<file path="config.mk">
export PLATFORM = sky130hd
export DESIGN_NAME = dtb_trace_capture
export DESIGN_NICKNAME = d
export VERILOG_FILES = /design/src/rtl/dtb_trace_capture.sv
export SDC_FILE = /design/constraint.sdc
export NUM_CORES = 1
export LEC_CHECK = 0
export CAP_MARGIN = 0
export CORE_UTILIZATION = 45
export CTS_BUF_LIST = sky130_fd_sc_hd__clkbuf_8 sky130_fd_sc_hd__clkbuf_16
export DETAILED_ROUTE_END_ITERATION = 8
export GPL_ROUTABILITY_DRIVEN = 0
export PLACE_DENSITY = 0.77
export SYNTH_ARGS = -nofsm -noshare
export SYNTH_HDL_FRONTEND = slang
export SYNTH_SLANG_ARGS = --single-unit
export TNS_END_PERCENT = 50
</file>
<file path="constraint.sdc">
create_clock -name clk -period 2.7 [get_ports clk]
set_input_delay 0.54 -clock clk [delete_from_list [all_inputs] [get_ports clk]]
set_output_delay 0.54 -clock clk [all_outputs]
set_load 0.05 [all_outputs]
</file>
<file path="src/rtl/dtb_trace_capture.sv">
// dtb_trace_capture: trace-mode BRAM writer; clk/rst, control byte in, trace_i/trg_i samples in, wr_* BRAM port, status_o/event_addr_o/done_o out
module dtb_trace_capture #(
  parameter int TRB_WIDTH      = 32,
  parameter int TRB_DEPTH      = 32,
  parameter int TRB_ADDR_WIDTH = 8,
  parameter int TRB_MAX_TRACES = 16
) (
  input  logic                         clk,
  input  logic                         rst,
  input  logic [7:0]                   control_i,
  input  logic                         control_valid_i,
  input  logic [TRB_MAX_TRACES-1:0]    trace_i,
  input  logic                         trg_i,
  output logic                         wr_en_o,
  output logic [TRB_ADDR_WIDTH-1:0]    wr_addr_o,
  output logic [TRB_WIDTH-1:0]         wr_data_o,
  output logic [7:0]                   status_o,
  output logic [$clog2(TRB_DEPTH)-1:0] event_addr_o,
  output logic                         done_o
);
  localparam int AW  = $clog2(TRB_DEPTH);
  localparam int PW  = $clog2(TRB_WIDTH);
  localparam int CW  = AW + 1;
  localparam int WPD = TRB_DEPTH / 16;
  localparam logic [1:0] IDLE = 2'd0, ARMED = 2'd1, POST = 2'd2, DONE = 2'd3;
  logic [1:0]                state_q, state_d;
  logic [5:0]                cfg_q, cfg_d;
  logic [PW-1:0]             ptr_q, ptr_d, pos_q, pos_d;
  logic [AW-1:0]             addr_q, addr_d, wr_addr_q, wr_addr_d, eaddr_q, eaddr_d;
  logic [TRB_WIDTH-1:0]      sr_q, sr_d, wr_data_q, wr_data_d, merged;
  logic [CW-1:0]             cnt_q, cnt_d, cnt_base, post_n;
  logic                      wr_en_q, wr_en_d, trg_q, trg_d, done_q, done_d;
  logic [PW:0]               sw, ptr_nx;
  logic [7:0]                mask;
  logic [TRB_MAX_TRACES-1:0] smp;
  logic                      cmpl, trig;
  always_comb begin
    state_d   = state_q;
    cfg_d     = cfg_q;
    ptr_d     = ptr_q;
    pos_d     = pos_q;
    addr_d    = addr_q;
    wr_addr_d = wr_addr_q;
    eaddr_d   = eaddr_q;
    sr_d      = sr_q;
    wr_data_d = wr_data_q;
    cnt_d     = cnt_q;
    wr_en_d   = 1'b0;
    trg_d     = trg_q;
    done_d    = done_q;
    sw        = (PW+1)'(1) << cfg_q[5:4];
    mask      = cfg_q[5:4] == 2'd3 ? 8'hFF : cfg_q[5:4] == 2'd2 ? 8'h0F : cfg_q[5:4] == 2'd1 ? 8'h03 : 8'h01;
    smp       = trace_i & TRB_MAX_TRACES'(mask);
    merged    = sr_q | (TRB_WIDTH'(smp) << ptr_q);
    ptr_nx    = {1'b0, ptr_q} + sw;
    cmpl      = ptr_nx == (PW+1)'(TRB_WIDTH);
    trig      = state_q == ARMED && trg_i;
    post_n    = CW'((32'(cfg_q[3:0]) + 1) * WPD);
    // the trigger word itself is the first post word, so it may be the one that completes now
    cnt_base  = trig ? post_n : cnt_q;
    if (control_valid_i) begin
      cfg_d   = control_i[5:0];
      state_d = control_i[7:6] == 2'b00 ? ARMED : IDLE;
      ptr_d   = '0;
      addr_d  = '0;
      sr_d    = '0;
      trg_d   = 1'b0;
      pos_d   = '0;
      eaddr_d = '0;
      done_d  = 1'b0;
    end else if (state_q == ARMED || state_q == POST) begin
      ptr_d     = ptr_nx[PW-1:0];
      sr_d      = cmpl ? '0 : merged;
      wr_en_d   = cmpl;
      wr_addr_d = cmpl ? addr_q : wr_addr_q;
      wr_data_d = cmpl ? merged : wr_data_q;
      addr_d    = cmpl ? addr_q + 1'b1 : addr_q;
      cnt_d     = cmpl ? cnt_base - 1'b1 : cnt_base;
      if (trig) begin
        trg_d   = 1'b1;
        pos_d   = ptr_q;
        eaddr_d = addr_q;
        state_d = POST;
      end
      if ((trig || state_q == POST) && cmpl && cnt_base == CW'(1)) state_d = DONE;
    end else if (state_q == DONE) begin
      done_d = 1'b1;
    end
  end
  always_ff @(posedge clk) begin
    if (rst) begin
      state_q   <= IDLE;
      cfg_q     <= 6'h0F;
      ptr_q     <= '0;
      pos_q     <= '0;
      addr_q    <= '0;
      wr_addr_q <= '0;
      eaddr_q   <= '0;
      sr_q      <= '0;
      wr_data_q <= '0;
      cnt_q     <= '0;
      wr_en_q   <= 1'b0;
      trg_q     <= 1'b0;
      done_q    <= 1'b0;
    end else begin
      state_q   <= state_d;
      cfg_q     <= cfg_d;
      ptr_q     <= ptr_d;
      pos_q     <= pos_d;
      addr_q    <= addr_d;
      wr_addr_q <= wr_addr_d;
      eaddr_q   <= eaddr_d;
      sr_q      <= sr_d;
      wr_data_q <= wr_data_d;
      cnt_q     <= cnt_d;
      wr_en_q   <= wr_en_d;
      trg_q     <= trg_d;
      done_q    <= done_d;
    end
  end
  assign wr_en_o      = wr_en_q;
  assign wr_addr_o    = TRB_ADDR_WIDTH'(wr_addr_q);
  assign wr_data_o    = wr_data_q;
  assign status_o     = {trg_q, 5'(pos_q), 2'b00};
  assign event_addr_o = eaddr_q;
  assign done_o       = done_q;
endmodule

</file>
==> results.yml <==
setup_path:
  required_ps: 3010
  path_buf_inv: 1
  crit_path_cell_trace: "nor2_2 -> ha_2 -> inv_1 -> fa_1 -> nand2_1 -> nor3_2 -> nand2_1 -> or3_4 -> or4_1 -> o21ai_1"
  cp_max_fo: 7
  worstPathArrival_ps: 2880
  crit_path_start_kind: "register"
  max_stage_delay_ps: 490
  slowest_stage: "fa_1"
  r2r_slack_ps: 130
  worst-setup-path-type: "reg2reg"
  critical_path.most_common_cell: "nand2_1"
  cp-end-kind: "register"
  cp_top_family: "simple AND/OR/NAND/NOR gates"
pwr:
  power.total_mw: 2.71
  p_per_area_nw_per_um2: 444
  peakVddDrop_mv: 0.285
  power_leakage_nw: 2.15
global_routing:
  grt_pass1_vias: 4518
  antenna_found_initial: 0
  grt_first_pass_wirelength_mm: 21.2
  grt_max_degree: 43
  grt_overflow: 0
  grtUsageTotal: 0.232
floorplanning:
  core_area_um2: 10800
  die_width_um: 107
  die-area_um2: 11500
  initial_core_util: 0.462
  num_io_pins: 83
  row_count: 38
  dieHeight_um: 107
cts:
  clockRootBuffer: "clkbuf_8"
  clk_pin_slew_ps: 100
  ctsHoldBuffers: 0
  cts_buffer_depth: 2
  cts_tree: "built"
  cts_resized: 0
  post_cts_buffers: 0
  cts_sinks: 106
  clkLatencyLatePin_ps: 380
  htree_levels: 3
  cts_buffers: 9
placement:
  dp_hpwl_mm: 9.31
  placed_cells_incl_taps: 812
  port_buffers: 69
  place_ws_ps: 56.1
sta:
  post-route-period-util: 0.952
  finalHoldViolCount: 0
  finalCriticalPeriod_ps: 2570
  max_freq_ghz: 0.389
  tightest_slew_ps: 588
  setup_violations: 0
  finalClockSkew_ps: 10.3
  slew_viol_final: 0
  fin_ws_ps: 130
  relSlewSlack: 0.605
drt:
  vias: 4707
  wl_per_cell_um: 15.6
  dr.pass1.iters: 5
  drt-total-wl_mm: 12.9
  ant_nets: 0
  first_iter_violations: 301
  via_per_inst: 5.68
  drc: 0
yosys:
  synth_cells: 619
  synth-warning-count: 0
  ys.flop_type: "dfxtp_1"
  synth_cell_types: 58
  ys_seq_area_frac: 0.424
  synthArstFlopShare: 0
  synth-seq-cells: 106
  postSynthAreaPerCell_um2: 8.09
  synth-edff-count: 0
  netlist_area_um2: 5000
status:
  status: "complete, no violations"
final_layout:
  area_growth_pct: 22.0
  layout.cells.non_filler: 828
  nNetsFinal: 723
  num_antenna_cells: 0
  fin_util: 0.563
  final_common_cell: "dfxtp_1"
  drive_above_1_share: 0.0872
  final_cell_mix: "dfxtp_1 (104), nor2_1 (87), nand2_1 (75)"
run:
  cap_violations: 0
hold_path:
  hold_path_class: "reg2reg"
-- Yosys cell counts, types with 6 or more instances --
cell | n | area share
dfxtp_1 | 106 | 0.42
nor2_1 | 88 | 0.066
nand2_1 | 75 | 0.056
a21oi_1 | 53 | 0.053
clkbuf_1 | 33 | 0.025
nor3_1 | 31 | 0.031
o21ai_0 | 20 | 0.020
a211oi_1 | 18 | 0.027
nor2b_1 | 17 | 0.021
mux2i_1 | 16 | 0.032
inv_1 | 13 | 0.0098
nand3_1 | 13 | 0.013
ha_1 | 11 | 0.027
nand2b_1 | 10 | 0.013
buf_2 | 8 | 0.0080
a32o_1 | 6 | 0.012
buf_4 | 6 | 0.0090
-- where the power goes --
| group | switching [mW] | leakage, nW | total (mW) | internal, mW |
|---|---|---|---|---|
| Sequential | 0.0112 | 0.856 | 1.58 | 1.57 |
| Clock | 0.568 | 0.0970 | 0.933 | 0.365 |
| Combinational | 0.119 | 1.19 | 0.199 | 0.0799 |
-- flip-flops by register name, indices dropped and copies added, names as in the netlist --
name and cells:
ptr_q 5, sr_q 32, wr_addr_q 5, wr_data_o 32, addr_q 5, cfg_q 6
done_o 1, trg_q 1, state_q 2, event_addr_o 5, wr_en_o 1, cnt_q 6
pos_q 5
-- worst paths after layout --
kind | from | endpoint | cells after the start
min | event_addr_o[3] | event_addr_o[3] | 2
min reg2reg | event_addr_o[3] | event_addr_o[3] | 2
max reg2reg | cfg_q[5] | addr_q[3] | 10
max | cfg_q[5] | addr_q[3] | 10
-- per-stage QoR --
stage / hold WS [ps] / TNS (ps) / area, um^2
2_1_floorplan: 436 / 0 / 5020
3_3_place_gp: 446 / 0 / 5910
3_5_place_dp: 448 / 0 / 5910
4_1_cts: 461 / 0 / 6090
5_1_grt: 481 / -7.06 / 6110
6_report: 458 / 0 / 6110
-- metal layers --
metal,vias to the layer above,GRT usage,share of wire
li1,2283,-,-
met4,0,0.0763,0.017
met1,2240,0.283,0.43
met2,159,0.404,0.48
met5,-,0,0
met3,25,0.0515,0.065
-- final cells by class --
cell class / count / area (um^2)
Multi-Input combinational cell: 454 / 2640
Fill cell: 1017 / 4730
Inverter: 13 / 48.8
Clock buffer: 10 / 138
Timing Repair Buffer: 99 / 936
Clock inverter: 6 / 43.8
Tap cell: 140 / 175
Sequential cell: 106 / 2120
-- cell families (layout without fill, tap and decap cells) --
family                   after synthesis  count (layout)  share of synthesized area
other                                  1               5                   0.000749
adder cells (fa/ha/maj)               12              12                     0.0315
flip-flops                           106             106                      0.424
buffers and inverters                 63             128                     0.0553
AND/OR/NAND/NOR                      267             267                      0.247
multiplexers                          19              19                     0.0410
AO/OA/AOI/OAI                        142             142                      0.185
XOR/XNOR                               9               9                     0.0157
-- worst reg2reg max path, cell delays in order (launching register included) --
cell     delay, ps
dfxtp_2        360
nor2_2         110
ha_2           180
inv_1           50
fa_1           490
nand2_1         70
nor3_2         180
nand2_1        110
or3_4          390
or4_1          480
o21ai_1         90
Power figures use the tool's default switching activity.
